### src/rtl/fwd_hazard_ctrl_pkg.sv
// Shared select codes and controller state encoding for the EX-stage operand forwarding logic.
package fwd_hazard_ctrl_pkg;

   typedef enum logic [1:0] {
      BSEL_REG   = 2'b00,
      BSEL_IMM   = 2'b01,
      BSEL_ALU   = 2'b10,
      BSEL_DATAD = 2'b11
   } bsel_e;

   typedef enum logic {
      RUN     = 1'b0,
      LDSTALL = 1'b1
   } ctrl_state_e;

endpackage

### src/rtl/fwd_hazard_ctrl_fwd_match.sv
// Combinational forward-source picker for one operand: EX producer beats MEM producer, x0 never forwarded.
// Zero latency, no flow control.
module fwd_hazard_ctrl_fwd_match
   import fwd_hazard_ctrl_pkg::*;
#(
   parameter int REG_AW = 5
) (
   input  logic [REG_AW-1:0] src,
   input  logic              ex_valid,
   input  logic              ex_we,
   input  logic [REG_AW-1:0] ex_rd,
   input  logic              mem_valid,
   input  logic              mem_we,
   input  logic [REG_AW-1:0] mem_rd,
   output logic [1:0]        sel
);

   always_comb begin
      sel = BSEL_REG;
      if (ex_valid && ex_we && (ex_rd != '0) && (src == ex_rd))
         sel = BSEL_ALU;
      else if (mem_valid && mem_we && (mem_rd != '0) && (src == mem_rd))
         sel = BSEL_DATAD;
   end

endmodule

### src/rtl/fwd_hazard_ctrl.sv
// Operand forwarding select and load-use stall controller between ID and the EX mux.
// Selects are registered one cycle after ID; stall_o is combinational and lasts exactly one cycle.
module fwd_hazard_ctrl
   import fwd_hazard_ctrl_pkg::*;
#(
   parameter int REG_AW = 5,
   parameter int CNT_W  = 32
) (
   input  logic              clk,
   input  logic              rst,
   input  logic              id_valid_i,
   input  logic [REG_AW-1:0] id_rs1_i,
   input  logic [REG_AW-1:0] id_rs2_i,
   input  logic [REG_AW-1:0] id_rd_i,
   input  logic              id_we_i,
   input  logic              id_load_i,
   input  logic              id_use_rs1_i,
   input  logic              id_use_rs2_i,
   input  logic              id_use_imm_i,
   input  logic              flush_i,
   output logic [1:0]        asel_o,
   output logic [1:0]        bsel_o,
   output logic [1:0]        regbsel_o,
   output logic              stall_o,
   output logic [CNT_W-1:0]  stall_cnt_o
);

   typedef struct packed {
      logic              valid;
      logic [REG_AW-1:0] rd;
      logic              we;
      logic              load;
   } shadow_t;

   shadow_t     ex_q, mem_q, wb_q, ex_d;
   ctrl_state_e state_q, state_d;
   logic        hz, bubble;
   logic [1:0]  fwd_a, fwd_b;
   logic [1:0]  asel_d, bsel_d, regbsel_d;

   // WB shadow is kept for pipeline visibility only; nothing forwards from it directly.
   logic        unused_shadow;
   assign unused_shadow = ^{wb_q, mem_q.load};

   fwd_hazard_ctrl_fwd_match #(.REG_AW(REG_AW)) u_match_rs1 (
      .src       (id_rs1_i),
      .ex_valid  (ex_q.valid),
      .ex_we     (ex_q.we),
      .ex_rd     (ex_q.rd),
      .mem_valid (mem_q.valid),
      .mem_we    (mem_q.we),
      .mem_rd    (mem_q.rd),
      .sel       (fwd_a)
   );

   fwd_hazard_ctrl_fwd_match #(.REG_AW(REG_AW)) u_match_rs2 (
      .src       (id_rs2_i),
      .ex_valid  (ex_q.valid),
      .ex_we     (ex_q.we),
      .ex_rd     (ex_q.rd),
      .mem_valid (mem_q.valid),
      .mem_we    (mem_q.we),
      .mem_rd    (mem_q.rd),
      .sel       (fwd_b)
   );

   // A load in EX cannot feed its dependent until it reaches WB, so hold ID one cycle.
   always_comb begin
      hz = id_valid_i && ex_q.valid && ex_q.load && ex_q.we && (ex_q.rd != '0) &&
           ((id_use_rs1_i && (id_rs1_i == ex_q.rd)) ||
            (id_use_rs2_i && (id_rs2_i == ex_q.rd)));
      stall_o = hz && (state_q == RUN) && !flush_i && !rst;
      bubble  = stall_o || flush_i || !id_valid_i;
   end

   always_comb begin
      state_d = state_q;
      case (state_q)
         RUN:     if (stall_o) state_d = LDSTALL;
         LDSTALL: state_d = RUN;
         default: state_d = RUN;
      endcase
      if (flush_i)
         state_d = RUN;
   end

   always_comb begin
      asel_d    = BSEL_REG;
      bsel_d    = BSEL_REG;
      regbsel_d = BSEL_REG;
      ex_d      = '0;
      if (!bubble) begin
         if (id_use_rs1_i)
            asel_d = fwd_a;
         if (id_use_imm_i)
            bsel_d = BSEL_IMM;
         else if (id_use_rs2_i)
            bsel_d = fwd_b;
         if (id_use_rs2_i)
            regbsel_d = fwd_b;
         ex_d.valid = 1'b1;
         ex_d.rd    = id_rd_i;
         ex_d.we    = id_we_i;
         ex_d.load  = id_load_i;
      end
   end

   always_ff @(posedge clk) begin
      if (rst) begin
         ex_q        <= '0;
         mem_q       <= '0;
         wb_q        <= '0;
         state_q     <= RUN;
         asel_o      <= BSEL_REG;
         bsel_o      <= BSEL_REG;
         regbsel_o   <= BSEL_REG;
         stall_cnt_o <= '0;
      end else begin
         ex_q      <= ex_d;
         mem_q     <= ex_q;
         wb_q      <= mem_q;
         state_q   <= state_d;
         asel_o    <= asel_d;
         bsel_o    <= bsel_d;
         regbsel_o <= regbsel_d;
         if (stall_o && (stall_cnt_o != {CNT_W{1'b1}}))
            stall_cnt_o <= stall_cnt_o + {{(CNT_W-1){1'b0}}, 1'b1};
      end
   end

endmodule
### config.mk
export PLATFORM = sky130hd
export DESIGN_NAME = fwd_hazard_ctrl
export DESIGN_NICKNAME = d
export VERILOG_FILES = /design/src/rtl/fwd_hazard_ctrl_pkg.sv /design/src/rtl/fwd_hazard_ctrl_fwd_match.sv /design/src/rtl/fwd_hazard_ctrl.sv
export SDC_FILE = /design/constraint.sdc
export NUM_CORES = 1
export LEC_CHECK = 0
export BUFFER_PORTS_ARGS = -buffer_cell sky130_fd_sc_hd__buf_2
export CORE_AREA = 3 3 76 78
export CTS_BUF_LIST = sky130_fd_sc_hd__clkbuf_8
export CTS_CLUSTER_DIAMETER = 150
export CTS_CLUSTER_SIZE = 10
export DETAILED_ROUTE_END_ITERATION = 6
export DIE_AREA = 0 0 79 81
export PLACE_DENSITY = 0.76
export SKIP_CTS_REPAIR_TIMING = 1
export SLEW_MARGIN = 20
export SYNTH_ARGS = -nofsm -noshare
export SYNTH_HDL_FRONTEND = slang
export SYNTH_SLANG_ARGS = --single-unit
### constraint.sdc
create_clock -name clk -period 2.7 [get_ports clk]
set_input_delay 0.135 -clock clk [delete_from_list [all_inputs] [get_ports clk]]
set_output_delay 0.135 -clock clk [all_outputs]
set_load 0.03 [all_outputs]
; After elaboration in Yosys (flattened, before gate mapping)
; Cells that the tools add are included.
[classes]
add_sub_neg = 1
n_eq_ne = 5
muxes = 9
bitwise = 2
n_reduce_logical = 32
[ops]
columns = cell, n
row1 = adder 32 x 1 -> 32 bit (second input constant), 1
row2 = != test 32 bit (second input constant), 1
row3 = == test 5 bit, 4
row4 = logical AND 1 bit, 19
row5 = two-way mux 2 bit, 5
row6 = nonzero test 5 bit, 2
row7 = two-way mux 8 bit, 1
row8 = OR reduction 3 bit, 2
row9 = OR reduction 2 bit, 2
row10 = OR reduction 4 bit, 1
row11 = logical NOT 1 bit, 3
row12 = logical OR 1 bit, 3
row13 = two-way mux 1 bit, 2
row14 = NOT 1 bit, 2
row15 = case mux 1 bit (2 select lines), 1
[word_totals]
ff_bits = 54
word_cells = 63

; Logic depth before layout (Yosys ltp)
[logic_depth]
ltp_word = 11
depth_mapped = 9
depth_no_buf = 7

; Cells and area by module
; From an unflattened synthesis, not the netlist that was laid out.
[unflattened]
hier_cells = 314
hier_area_um2 = 2770.2
[by_module_without_submodules]
columns = module, n_inst, cells_each, area_per_inst_um2, seq_area_each_um2
row1 = fwd_hazard_ctrl, 1, 270, 2467.4, 1081.0
row2 = fwd_hazard_ctrl_fwd_match, 2, 22, 151.4, 0.0

; Worst setup path after synthesis
; Ideal clock, no wire load.
[synth_timing]
kind = reg-to-reg
from = register ex_q[2] in the netlist's numbering
to = register stall_cnt_o[17]
setup_time_ns = 0.121
arrival_ns = 2.087
required_ns = 2.579
setup_slack_ns = 0.493
stages_incl_launch_ff = 9
path_buffers = 1
period_less_slack_ns = 2.207
cell_sequence = dfxtp_1 > or4_1 > o211ai_2 > and4bb_4 > nand2_4 > buf_6 > inv_1 > nand3_1 > mux2_2
[synth_between]
elab_chain_len = 8
word_cells_on_any_way = 12
[synth_lines]
columns = item, line
row1 = "start, declared", fwd_hazard_ctrl.sv:35  ; shadow_t ex_q, mem_q, wb_q, ex_d;
row2 = "start signal, assigned", fwd_hazard_ctrl.sv:110  ; ex_q <= '0;
row3 = "start signal, assigned", fwd_hazard_ctrl.sv:119  ; ex_q <= ex_d;
row4 = "== test 5 bit, on equally long branches", "fwd_hazard_ctrl.sv:70, fwd_hazard_ctrl.sv:71"
row5 = "logical AND 1 bit, on equally long branches", "fwd_hazard_ctrl.sv:70, fwd_hazard_ctrl.sv:71"
row6 = logical OR 1 bit, fwd_hazard_ctrl.sv:70  ; ((id_use_rs1_i && (id_rs1_i == ex_q.rd)) ||
row7 = logical AND 1 bit *, fwd_hazard_ctrl.sv:69  ; hz = id_valid_i && ex_q.valid && ex_q.load && ex_q.we && (ex_q.rd != '0) &&
row8 = logical AND 1 bit * (3 in a row), fwd_hazard_ctrl.sv:72  ; stall_o = hz && (state_q == RUN) && !flush_i && !rst;
row9 = via stall_o, fwd_hazard_ctrl.sv:24  ; output logic stall_o,
row10 = logical AND 1 bit *, fwd_hazard_ctrl.sv:126  ; if (stall_o && (stall_cnt_o != {CNT_W{1'b1}}))
row11 = "end signal, assigned", fwd_hazard_ctrl.sv:127  ; stall_cnt_o <= stall_cnt_o + {{(CNT_W-1){1'b0}}, 1'b1};
row12 = "end, declared", fwd_hazard_ctrl.sv:25  ; output logic [CNT_W-1:0] stall_cnt_o
; The timed path passes the listed nets; every way through them passes the cells marked *.
; A chain may end at the register's enable or synchronous reset.

; Final worst setup path
[layout_timing]
from = register ex_q[2] in the netlist's numbering
to = output stall_o
[layout_between]
elab_chain_len = 7
word_cells_on_any_way = 11
[layout_lines]
columns = item, line
row1 = "== test 5 bit, on equally long branches", "fwd_hazard_ctrl.sv:70, fwd_hazard_ctrl.sv:71"
row2 = "logical AND 1 bit, on equally long branches", "fwd_hazard_ctrl.sv:70, fwd_hazard_ctrl.sv:71"
row3 = logical OR 1 bit, fwd_hazard_ctrl.sv:70
row4 = logical AND 1 bit *, fwd_hazard_ctrl.sv:69
row5 = logical AND 1 bit * (3 in a row), fwd_hazard_ctrl.sv:72
row6 = "end, declared", fwd_hazard_ctrl.sv:24
; Every way passes the cells marked *; elsewhere a longest branch is shown, timed or not.

==> results.md <==
- Avg Inst Size Synth: approximately 9.3 um^2
- H-tree Lvls: 2
- Initial antenna violation count: 0
- Register area share after synthesis: 40.3%
- FP Rows: 26
- Hold WS: about 0.018 ns
- Total Die Area: 6400 um^2
- DRT Pass-1 Iters: 4
- FILL cells: between 400 and 500
- Critical Path, Cell by Cell: or4_1 > o211ai_2 > and4bb_4 > nand2_4 > inv_1 > buf_2
- Min cycle time layout: approximately 2.4 ns
- DR vias/cell: about 5.5
- Height of the die: approximately 81 um
- PwrDens: ~460 nW/um^2
- CTS tree: built
- Port Buffers: just over 60
- CP delay by family, top: simple AND/OR/NAND/NOR gates
- Gr usage total: 18.8%
- Synthesized area: 2690 um^2
- Crit. End Element: output pin
- MaxCap Viol Count: 0
- First-pass GRT wire length: approximately 10000 um
- Fmax: around 420 MHz
- Area Growth Syn to Fin: 16.3%
- Routed len/inst: ~14 um
- Die W: 79 um
- Inserted Clock Buffers: 5
- Pre-CTS WS: ~0.46 ns
- Final hold viol count: 0
- Antenna fix cells: 0
- Final ANT Viol Nets: 0
- Gpl congestion: between 0.8 and 0.9
- Clk buf depth: 2
- Io pins: 63
- Crit path arrival time: approximately 2.2 ns
- DR DRC count: 0
- Max-slew violation count: 0
- WP data required: ~2.6 ns
- Final WS setup: between 0.3 and 0.4 ns
- Vias in the first global route: between 2000 and 2500
- Worst Path Max Fanout: 24
- Syn Nets: about 310
- Hold Path Class: primary input to flip-flop
- Synth Instances: between 200 and 300
- Worst skew pair latency: 0.31 ns
- Register bit count reported by yosys: 54
- Worst VDD drop: ~0.00028 V
- Initial Utilization: approximately 52%
- Largest net degree at the start of global routing: 44
- Cell variety after synth: between 50 and 60
- Final setup viols: 0
- Dpl hpwl: approximately 4200 um
- Status: completed
- R2r setup slk: between 0.4 and 0.5 ns
- Share of cells above drive strength 1: about a quarter
- Slew of the pin with the lowest slew margin: between 0.4 and 0.5 ns
- Slew headroom: between 60% and 70%
- Clock Skew: between 0.005 and 0.006 ns
- Slowest CP cell: or4_1
- Final Util: slightly above 60%
- Period utilization: 88.1%
- Clock transition at path regs: 0.10 ns
- CP Class: flip-flop to output pin
- Post-synth top area cell: dfxtp_1
- RSZ-0062 raised after global routing: no
- Iter 0 DRT Violations: around 150
- Core Footprint: approximately 5100 um^2
- LEAKAGE: ~1.3 nW
- Grt total ovfl: 0
- Via count: 2310
- Fin Setup TNS: 0 ns
- Worst path max stage delay: between 0.5 and 0.6 ns
- Top cells by area in the synthesized netlist: dfxtp_1 40%, xnor2_1 5.2%, or4_1 3.6%
- Root Driver: clkbuf_8
- Kind of start point of the critical path: flip-flop
- WP buf/inv: 2
- Synth top area share: 40.3%
- Routed WL: 5730 um
- Clock sinks: 54
- Final nets: roughly 370
- Synth warn: 0
cell usage in the layout, fill, tap and decap left out, types with 2 or more instances in the layout:
cell / Yosys / final
nor2_1: 14 / 14
buf_2: 3 / 62
xnor2_1: 16 / 16
and3_1: 2 / 2
xor2_1: 6 / 6
buf_4: 0 / 2
nor2b_1: 15 / 15
o31ai_1: 10 / 10
and4_1: 2 / 2
mux2_2: 2 / 2
a21oi_1: 18 / 18
o21a_1: 4 / 4
o21ai_0: 7 / 7
mux2_4: 2 / 2
or4_1: 13 / 13
mux2_1: 3 / 3
nor3_1: 8 / 8
nor4_1: 8 / 8
o31a_1: 3 / 3
nand2_1: 18 / 18
and2_1: 9 / 9
nand4_1: 11 / 11
dfxtp_1: 54 / 54
inv_1: 5 / 5
or3_1: 7 / 7
nor3b_2: 2 / 2
clkbuf_8: 0 / 5
o211a_1: 2 / 2
nand3_1: 14 / 14
cells by family (layout without fill, tap and decap cells):
kind of cell,count (synthesis),count (layout),synth area share (%)
AOI/OAI and AO/OA,51,51,12.7
DFF,54,54,40.3
and+or+nand+nor,134,134,31.5
adders and majority gates,1,1,0.466
buffers and inverters,18,78,4.38
xor gates and xnor gates,22,22,7.18
muxes,8,8,3.59
state kept, by name (all words and copies together), names as in the netlist:
| register | cells |
|---|---|
| state_q | 1 |
| mem_q | 7 |
| bsel_o | 2 |
| asel_o | 2 |
| stall_cnt_o | 32 |
| regbsel_o | 2 |
| ex_q | 8 |
metrics by stage:
step	power (mW)	area, um^2	instances
2_1_floorplan	0.866	2690	288
3_3_place_gp	0.897	3000	409
3_5_place_dp	0.898	3000	409
4_1_cts	1.44	3110	417
5_1_grt	1.48	3120	418
6_report	1.43	3120	418
routing by layer:
metal / global-route usage (%) / up-vias / wire length, um
met5: 0 / - / 0
met4: 6.01 / 0 / 75
met3: 4.88 / 6 / 267
met2: 31.2 / 46 / 2690
met1: 24.0 / 1086 / 2700
li1: - / 1172 / -
power by group:
part           total (mW)  internal [mW]  switching, mW
Combinational      0.0746         0.0352         0.0394
Sequential          0.807          0.802        0.00506
Clock               0.553          0.278          0.274
cells in the mapped netlist, drive strengths merged:
master,number
o211ai,2
nand2,19
o22ai,1
and3b,1
o21ai,8
a21boi,1
o31a,3
and4,3
o31ai,10
mux2i,1
nor3,8
nor2,14
nor2b,15
nor3b,3
nand4,12
o21a,4
ha,1
clkbuf,4
inv,5
a31oi,1
a21oi,18
and4bb,1
mux2,7
or4,13
dfxtp,54
o311ai,1
xor2,6
or3,7
and3,2
buf,9
and2,9
o211a,2
xnor2,16
and4b,2
nand3,16
nor4,9
final cells by class:
| class | count | area (um^2) | share of cell area [%] |
|---|---|---|---|
| Inverter | 5 | 18.8 | 0.601 |
| Sequential cell | 54 | 1080 | 34.6 |
| Multi-Input combinational cell | 216 | 1490 | 47.6 |
| Clock buffer | 5 | 68.8 | 2.20 |
| Clock inverter | 3 | 43.8 | 1.40 |
| Tap cell | 70 | 87.6 | 2.81 |
| Timing Repair Buffer | 65 | 335 | 10.7 |
final timing paths:
path,endpoint,cells past startpoint,from
max,stall_o,6,ex_q[2]$_SDFF_PP0_
min,ex_q[3]$_SDFF_PP0_,2,id_rd_i[1]
max reg2reg,stall_cnt_o[17]$_SDFFE_PP0P_,7,ex_q[2]$_SDFF_PP0_
min reg2reg,mem_q[7]$_SDFF_PP0_,1,ex_q[7]$_SDFF_PP0_
Power figures use the tool's default switching activity.
